$ cat src/rtl/ysyx_22050368_ifu_if.sv
// Fetch-unit bus bundle: imem request/response channels and the
// inst/pc handshake towards decode. master = ifu side, slave = environment.
interface ysyx_22050368_ifu_if #(
  parameter int ADDR_W = 64,
  parameter int INST_W = 32
);
  // instruction-memory request channel (valid/ready)
  logic              imem_req_valid_o;
  logic              imem_req_ready_i;
  logic [ADDR_W-1:0] imem_req_addr_o;
  // instruction-memory response channel (valid only)
  logic              imem_rsp_valid_i;
  logic [INST_W-1:0] imem_rsp_data_i;
  logic              imem_rsp_err_i;
  // fetch -> decode handshake
  logic              if_valid_o;
  logic              if_ready_i;
  logic [INST_W-1:0] if_inst_o;
  logic [ADDR_W-1:0] if_pc_o;
  logic              if_err_o;

  modport master (
    output imem_req_valid_o,
    output imem_req_addr_o,
    input  imem_req_ready_i,
    input  imem_rsp_valid_i,
    input  imem_rsp_data_i,
    input  imem_rsp_err_i,
    output if_valid_o,
    input  if_ready_i,
    output if_inst_o,
    output if_pc_o,
    output if_err_o
  );

  modport slave (
    input  imem_req_valid_o,
    input  imem_req_addr_o,
    output imem_req_ready_i,
    output imem_rsp_valid_i,
    output imem_rsp_data_i,
    output imem_rsp_err_i,
    input  if_valid_o,
    output if_ready_i,
    input  if_inst_o,
    input  if_pc_o,
    input  if_err_o
  );
endinterface

$ cat src/rtl/ysyx_22050368_ifu.sv
// Instruction fetch unit: one outstanding imem request, feeds decode.
// Ports: clk, rst (async active-low), jump/hold controls, bus (master).
module ysyx_22050368_ifu #(
  parameter int ADDR_W = 64,
  parameter int INST_W = 32,
  parameter logic [ADDR_W-1:0] RESET_PC =
    ADDR_W'(64'h0000_0000_8000_0000)
) (
  input  logic              clk,
  input  logic              rst,
  input  logic              jump_flag_i,
  input  logic [ADDR_W-1:0] jump_addr_i,
  input  logic              hold_i,
  ysyx_22050368_ifu_if.master bus
);

  typedef enum logic [1:0] {
    S_REQ,
    S_WAIT,
    S_OUT
  } state_e;

  state_e            state_q, state_d;
  logic [ADDR_W-1:0] pc_q, pc_d;
  logic [ADDR_W-1:0] req_pc_q, req_pc_d;
  logic              drop_q, drop_d;
  logic              en_q;
  logic              vld_q, vld_d;
  logic [INST_W-1:0] inst_q, inst_d;
  logic [ADDR_W-1:0] opc_q, opc_d;
  logic              err_q, err_d;

  logic              req_hs;
  logic              out_hs;
  logic [ADDR_W-1:0] jmp_tgt;

  // en_q keeps the request line low until one cycle after reset release
  assign bus.imem_req_valid_o =
    en_q & (state_q == S_REQ) & ~hold_i;
  assign bus.imem_req_addr_o  = pc_q;
  assign bus.if_valid_o       = vld_q;
  assign bus.if_inst_o        = inst_q;
  assign bus.if_pc_o          = opc_q;
  assign bus.if_err_o         = err_q;

  assign req_hs  = bus.imem_req_valid_o & bus.imem_req_ready_i;
  assign out_hs  = vld_q & bus.if_ready_i;
  assign jmp_tgt = jump_addr_i & ~ADDR_W'(3);

  always_comb begin
    state_d  = state_q;
    pc_d     = pc_q;
    req_pc_d = req_pc_q;
    drop_d   = drop_q;
    vld_d    = vld_q;
    inst_d   = inst_q;
    opc_d    = opc_q;
    err_d    = err_q;

    unique case (state_q)
      S_REQ: begin
        if (req_hs) begin
          req_pc_d = pc_q;
          pc_d     = pc_q + ADDR_W'(4);
          state_d  = S_WAIT;
          // the accepted request is for the old path
          if (jump_flag_i) drop_d = 1'b1;
        end
      end
      S_WAIT: begin
        if (bus.imem_rsp_valid_i) begin
          if (drop_q || jump_flag_i) begin
            drop_d  = 1'b0;
            state_d = S_REQ;
          end else begin
            inst_d  = bus.imem_rsp_data_i;
            opc_d   = req_pc_q;
            err_d   = bus.imem_rsp_err_i;
            vld_d   = 1'b1;
            state_d = S_OUT;
          end
        end else if (jump_flag_i) begin
          drop_d = 1'b1;
        end
      end
      S_OUT: begin
        // a jump kills the held instruction even if decode takes it
        if (out_hs || jump_flag_i) begin
          vld_d   = 1'b0;
          state_d = S_REQ;
        end
      end
      default: begin
        state_d = S_REQ;
      end
    endcase

    if (jump_flag_i) begin
      pc_d  = jmp_tgt;
      vld_d = 1'b0;
    end
  end

  always_ff @(posedge clk or negedge rst) begin
    if (!rst) begin
      state_q  <= S_REQ;
      pc_q     <= RESET_PC;
      req_pc_q <= '0;
      drop_q   <= 1'b0;
      en_q     <= 1'b0;
      vld_q    <= 1'b0;
      inst_q   <= '0;
      opc_q    <= '0;
      err_q    <= 1'b0;
    end else begin
      state_q  <= state_d;
      pc_q     <= pc_d;
      req_pc_q <= req_pc_d;
      drop_q   <= drop_d;
      en_q     <= 1'b1;
      vld_q    <= vld_d;
      inst_q   <= inst_d;
      opc_q    <= opc_d;
      err_q    <= err_d;
    end
  end

endmodule
$ cat src/flat_wrapper.sv
// flat-port wrapper written by rule: the top's interface ports become plain ports
module ysyx_22050368_ifu_flat 
#(
  parameter int ADDR_W = 64,
  parameter int INST_W = 32,
  parameter logic [ADDR_W-1:0] RESET_PC =
    ADDR_W'(64'h0000_0000_8000_0000)
)
  (clk, rst, jump_flag_i, jump_addr_i, hold_i, bus_imem_req_valid_o, bus_imem_req_addr_o, bus_imem_req_ready_i, bus_imem_rsp_valid_i, bus_imem_rsp_data_i, bus_imem_rsp_err_i, bus_if_valid_o, bus_if_ready_i, bus_if_inst_o, bus_if_pc_o, bus_if_err_o);
  ysyx_22050368_ifu_if #(.ADDR_W(ADDR_W), .INST_W(INST_W)) bus_i ();
  input  logic clk;
  input  logic rst;
  input  logic jump_flag_i;
  input  logic [ADDR_W-1:0] jump_addr_i;
  input  logic hold_i;
  output wire logic [$bits(bus_i.imem_req_valid_o)-1:0] bus_imem_req_valid_o;
  output wire logic [$bits(bus_i.imem_req_addr_o)-1:0] bus_imem_req_addr_o;
  input wire logic [$bits(bus_i.imem_req_ready_i)-1:0] bus_imem_req_ready_i;
  input wire logic [$bits(bus_i.imem_rsp_valid_i)-1:0] bus_imem_rsp_valid_i;
  input wire logic [$bits(bus_i.imem_rsp_data_i)-1:0] bus_imem_rsp_data_i;
  input wire logic [$bits(bus_i.imem_rsp_err_i)-1:0] bus_imem_rsp_err_i;
  output wire logic [$bits(bus_i.if_valid_o)-1:0] bus_if_valid_o;
  input wire logic [$bits(bus_i.if_ready_i)-1:0] bus_if_ready_i;
  output wire logic [$bits(bus_i.if_inst_o)-1:0] bus_if_inst_o;
  output wire logic [$bits(bus_i.if_pc_o)-1:0] bus_if_pc_o;
  output wire logic [$bits(bus_i.if_err_o)-1:0] bus_if_err_o;
  assign bus_imem_req_valid_o = bus_i.imem_req_valid_o;
  assign bus_imem_req_addr_o = bus_i.imem_req_addr_o;
  assign bus_i.imem_req_ready_i = bus_imem_req_ready_i;
  assign bus_i.imem_rsp_valid_i = bus_imem_rsp_valid_i;
  assign bus_i.imem_rsp_data_i = bus_imem_rsp_data_i;
  assign bus_i.imem_rsp_err_i = bus_imem_rsp_err_i;
  assign bus_if_valid_o = bus_i.if_valid_o;
  assign bus_i.if_ready_i = bus_if_ready_i;
  assign bus_if_inst_o = bus_i.if_inst_o;
  assign bus_if_pc_o = bus_i.if_pc_o;
  assign bus_if_err_o = bus_i.if_err_o;
  ysyx_22050368_ifu #(.ADDR_W(ADDR_W), .INST_W(INST_W), .RESET_PC(RESET_PC)) u_core (.clk(clk), .rst(rst), .jump_flag_i(jump_flag_i), .jump_addr_i(jump_addr_i), .hold_i(hold_i), .bus(bus_i));
endmodule
$ cat config.mk
export PLATFORM = sky130hd
export DESIGN_NAME = ysyx_22050368_ifu_flat
export DESIGN_NICKNAME = d
export VERILOG_FILES = /design/src/rtl/ysyx_22050368_ifu_if.sv /design/src/rtl/ysyx_22050368_ifu.sv /design/src/flat_wrapper.sv
export SDC_FILE = /design/constraint.sdc
export NUM_CORES = 1
export LEC_CHECK = 0
export CAP_MARGIN = 20
export CELL_PAD_IN_SITES_DETAIL_PLACEMENT = 0
export CELL_PAD_IN_SITES_GLOBAL_PLACEMENT = 1
export CORE_MARGIN = 2
export CORE_UTILIZATION = 23
export DETAILED_ROUTE_END_ITERATION = 7
export GPL_TIMING_DRIVEN = 0
export PLACE_DENSITY_LB_ADDON = 0.1
export SYNTH_ARGS = -nofsm -noshare
export SYNTH_HDL_FRONTEND = slang
export SYNTH_SLANG_ARGS = --single-unit
$ cat constraint.sdc
create_clock -name clk -period 3.2 [get_ports clk]
set_input_delay 0.64 -clock clk [delete_from_list [all_inputs] [get_ports clk]]
set_output_delay 0.64 -clock clk [all_outputs]
set_load 0.01 [all_outputs]
==> results.toml <==
[floorplan]
initial_core_util = 0.232
die_w_um = 209
die_height_um = 209
io_pins = 267
core_um2 = 41700
die_area_um2 = 43600
rows = 75

[logic_synthesis]
ys_seq_area_frac = 0.581
synthCells = 768
synthTopCellsByArea = "dfrtp_1 58%, mux2_2 19%, xor2_1 3.3%, o21ai_0 3.0%, nand2_1 2.9%"
yosysUniqueCellTypes = 45
ys.flop_type = "dfrtp_1"
ys_seq_elements = 224
synth-warning-count = 0
syn-cell-area_um2 = 9650
avgSynthCellArea_um2 = 12.6
async_flop_share = 1.00
synth_top_area_frac = 0.578
synth_area_leader_cell = "dfrtp_1"
synth-edff-count = 0

[timing]
max_clock_freq_mhz = 341
relSlewSlack = 0.460
tightest_slew_ns = 0.807
timing.final.hold_violations = 0
slew_violations = 0
finClkSkew_ns = 0.0121
period_minus_slack_ns = 2.93
min_period_over_period = 0.915
setup_viol = 0
grt_setup_unrepaired = "false"

[detailed_routing]
wirelength_um = 32000
drt_iter0_drc = 224
vias = 7089
wl_per_cell_um = 19.7
drc = 0
viasPerCell = 4.36
ant_nets = 0
drt_pre_antenna_iters = 4

[layout]
drive_gt1_frac = 0.211
area.growth.synth_to_final_pct = 45.5
nets = 1171
fin_cells = 1627
num_antenna_cells = 0

[clocking]
htreeDepth = 1
clock_latency_ns = 0.55
clk_path_buf_depth = 3
path_clk_slew_ns = 0.05
clock-sinks = 224
cts_made_buffers = 29
cts_root_buffer = "clkbuf_16"
cts_tree = "built"

[placement]
hpwl_um = 23300
dp.cells = 1572
port_buffers = 260
place.gp.congestion = 0.715

[worst_setup_path]
cp_data_required_time_ns = 3.63
cp-start-kind = "primary input"
cp.arrival_ns = 3.36
crit_path_end_kind = "register"
critical_path.max_fanout = 10
path_class = "in -> reg"

[grt]
grt_pass1_vias = 7739
grt.overflow.total = 0
grt_use_total = 0.146
antenna_found_initial = 3
grt_max_degree = 106
grt_pass1_wl_um = 49300

[power_and_ir_drop]
p_leak_nw = 5.81
power_density_nw_per_um2 = 742
ir_drop_uv = 368
total_power_mw = 10.4

[run_status]
run_status = "finished, final reports clean"

[job]
cap_violations = 0

[min_path]
min_path_type = "reg -> reg"
metrics by stage:
stage	setup slack (ns)	hold WS, ns	util	instance area [µm²]	TNS [ns]
after CTS	0.0168	0.484	0.336	14000	0
final	0.271	0.482	0.337	14000	0
after floorplan	0.742	0.344	-	9660	0
after detailed placement	-0.686	0.476	0.312	13000	-36.56
after global routing	0.0630	0.492	0.337	14000	0
after global placement	-9.23	0.461	0.310	12900	-2092.19
critical path, stage by stage:
cell and delay, ns:
clkdlybuf4s50_1 0.49, nor2b_1 0.19, nand2_1 0.10, nor2_1 0.50, clkbuf_2 0.45, clkbuf_1 0.57
mux2_2 0.41
synth_stat cells (all sizes together), types with 8 or more instances:
cell type	count
nor3	9
nand3	26
nand2	75
clkbuf	29
xnor2	21
and3	12
o21ai	57
dfrtp	223
mux2	160
buf	8
nand4	27
and4	10
xor2	36
nor2	20
worst paths after layout:
kind | startpoint | cells past startpoint | to | slack [ns]
min in group asynchronous | rst | 2 | u_core.bus.if_inst_o[10] | 0.52
max in group asynchronous | rst | 3 | u_core.bus.if_pc_o[27] | 1.85
max reg2reg | u_core.state_q[1] | 8 | u_core.bus.imem_req_addr_o[63] | 0.35
min reg2reg | u_core.req_pc_q[47] | 2 | u_core.req_pc_q[47] | 0.48
max | bus_imem_rsp_valid_i | 7 | u_core.bus.if_pc_o[60] | 0.27
min | u_core.req_pc_q[47] | 2 | u_core.req_pc_q[47] | 0.48
power breakdown:
part	internal (mW)	switching [mW]
Sequential	3.68	0.518
Combinational	1.78	1.02
Clock	2.14	1.28
Total	7.60	2.81
kinds of logic (layout without fill, tap and decap cells):
family,after synthesis,after routing,share of synthesized area
flops,224,224,0.581
other cells,2,5,0.000778
xor+xnor,57,57,0.0517
compound gates,68,68,0.0361
fa+ha+maj,1,1,0.00130
mux,162,162,0.189
simple gates,209,209,0.120
buf+inv,45,362,0.0198
state kept, by name, indices dropped and copies added (netlist names):
register	count
u_core.en_q	1
u_core.bus.if_pc_o	62
u_core.bus.imem_req_addr_o	62
u_core.state_q	2
u_core.drop_q	1
u_core.req_pc_q	62
u_core.bus.if_err_o	1
u_core.bus.if_inst_o	32
u_core.bus.if_valid_o	1
final cells by class:
class	count	area, µm²
Timing Repair Buffer	264	2680
Sequential cell	224	5610
Inverter	8	35.0
Fill cell	4257	27600
Buffer	37	158
Clock buffer	42	845
Tap cell	539	674
Clock inverter	11	159
Multi-Input combinational cell	502	3880
what timing repair did:
| action | 4_1_cts | 5_1_grt |
|---|---|---|
| hold buffers | 1 | 0 |
| buffers inserted | 0 | 1 |
| gates resized for setup | 2 | 1 |
| hold endpoints to repair | 19 | 0 |
| pin swaps | 0 | 1 |
| endpoints found under the setup margin | 55 | 5 |
per-layer routing:
layer,GRT usage,routed length (µm),up-vias
met3,0.0380,1870,36
met1,0.199,15000,3546
met2,0.234,14600,181
met4,0.0337,533,6
li1,-,-,3320
met5,0,44,-
cell usage in the layout (no fill, tap or decap), types with 10 or more instances in the layout:
| cell | instances |
|---|---|
| and3_1 | 12 |
| xnor2_1 | 21 |
| clkbuf_16 | 29 |
| dfrtp_1 | 223 |
| clkbuf_1 | 34 |
| nand4_1 | 25 |
| o21ai_0 | 57 |
| and4_1 | 10 |
| nand2_1 | 75 |
| nand3_1 | 24 |
| clkdlybuf4s50_1 | 259 |
| xor2_1 | 36 |
| mux2_2 | 160 |
| nor2_1 | 20 |
(Power assumes the default switching activity.)
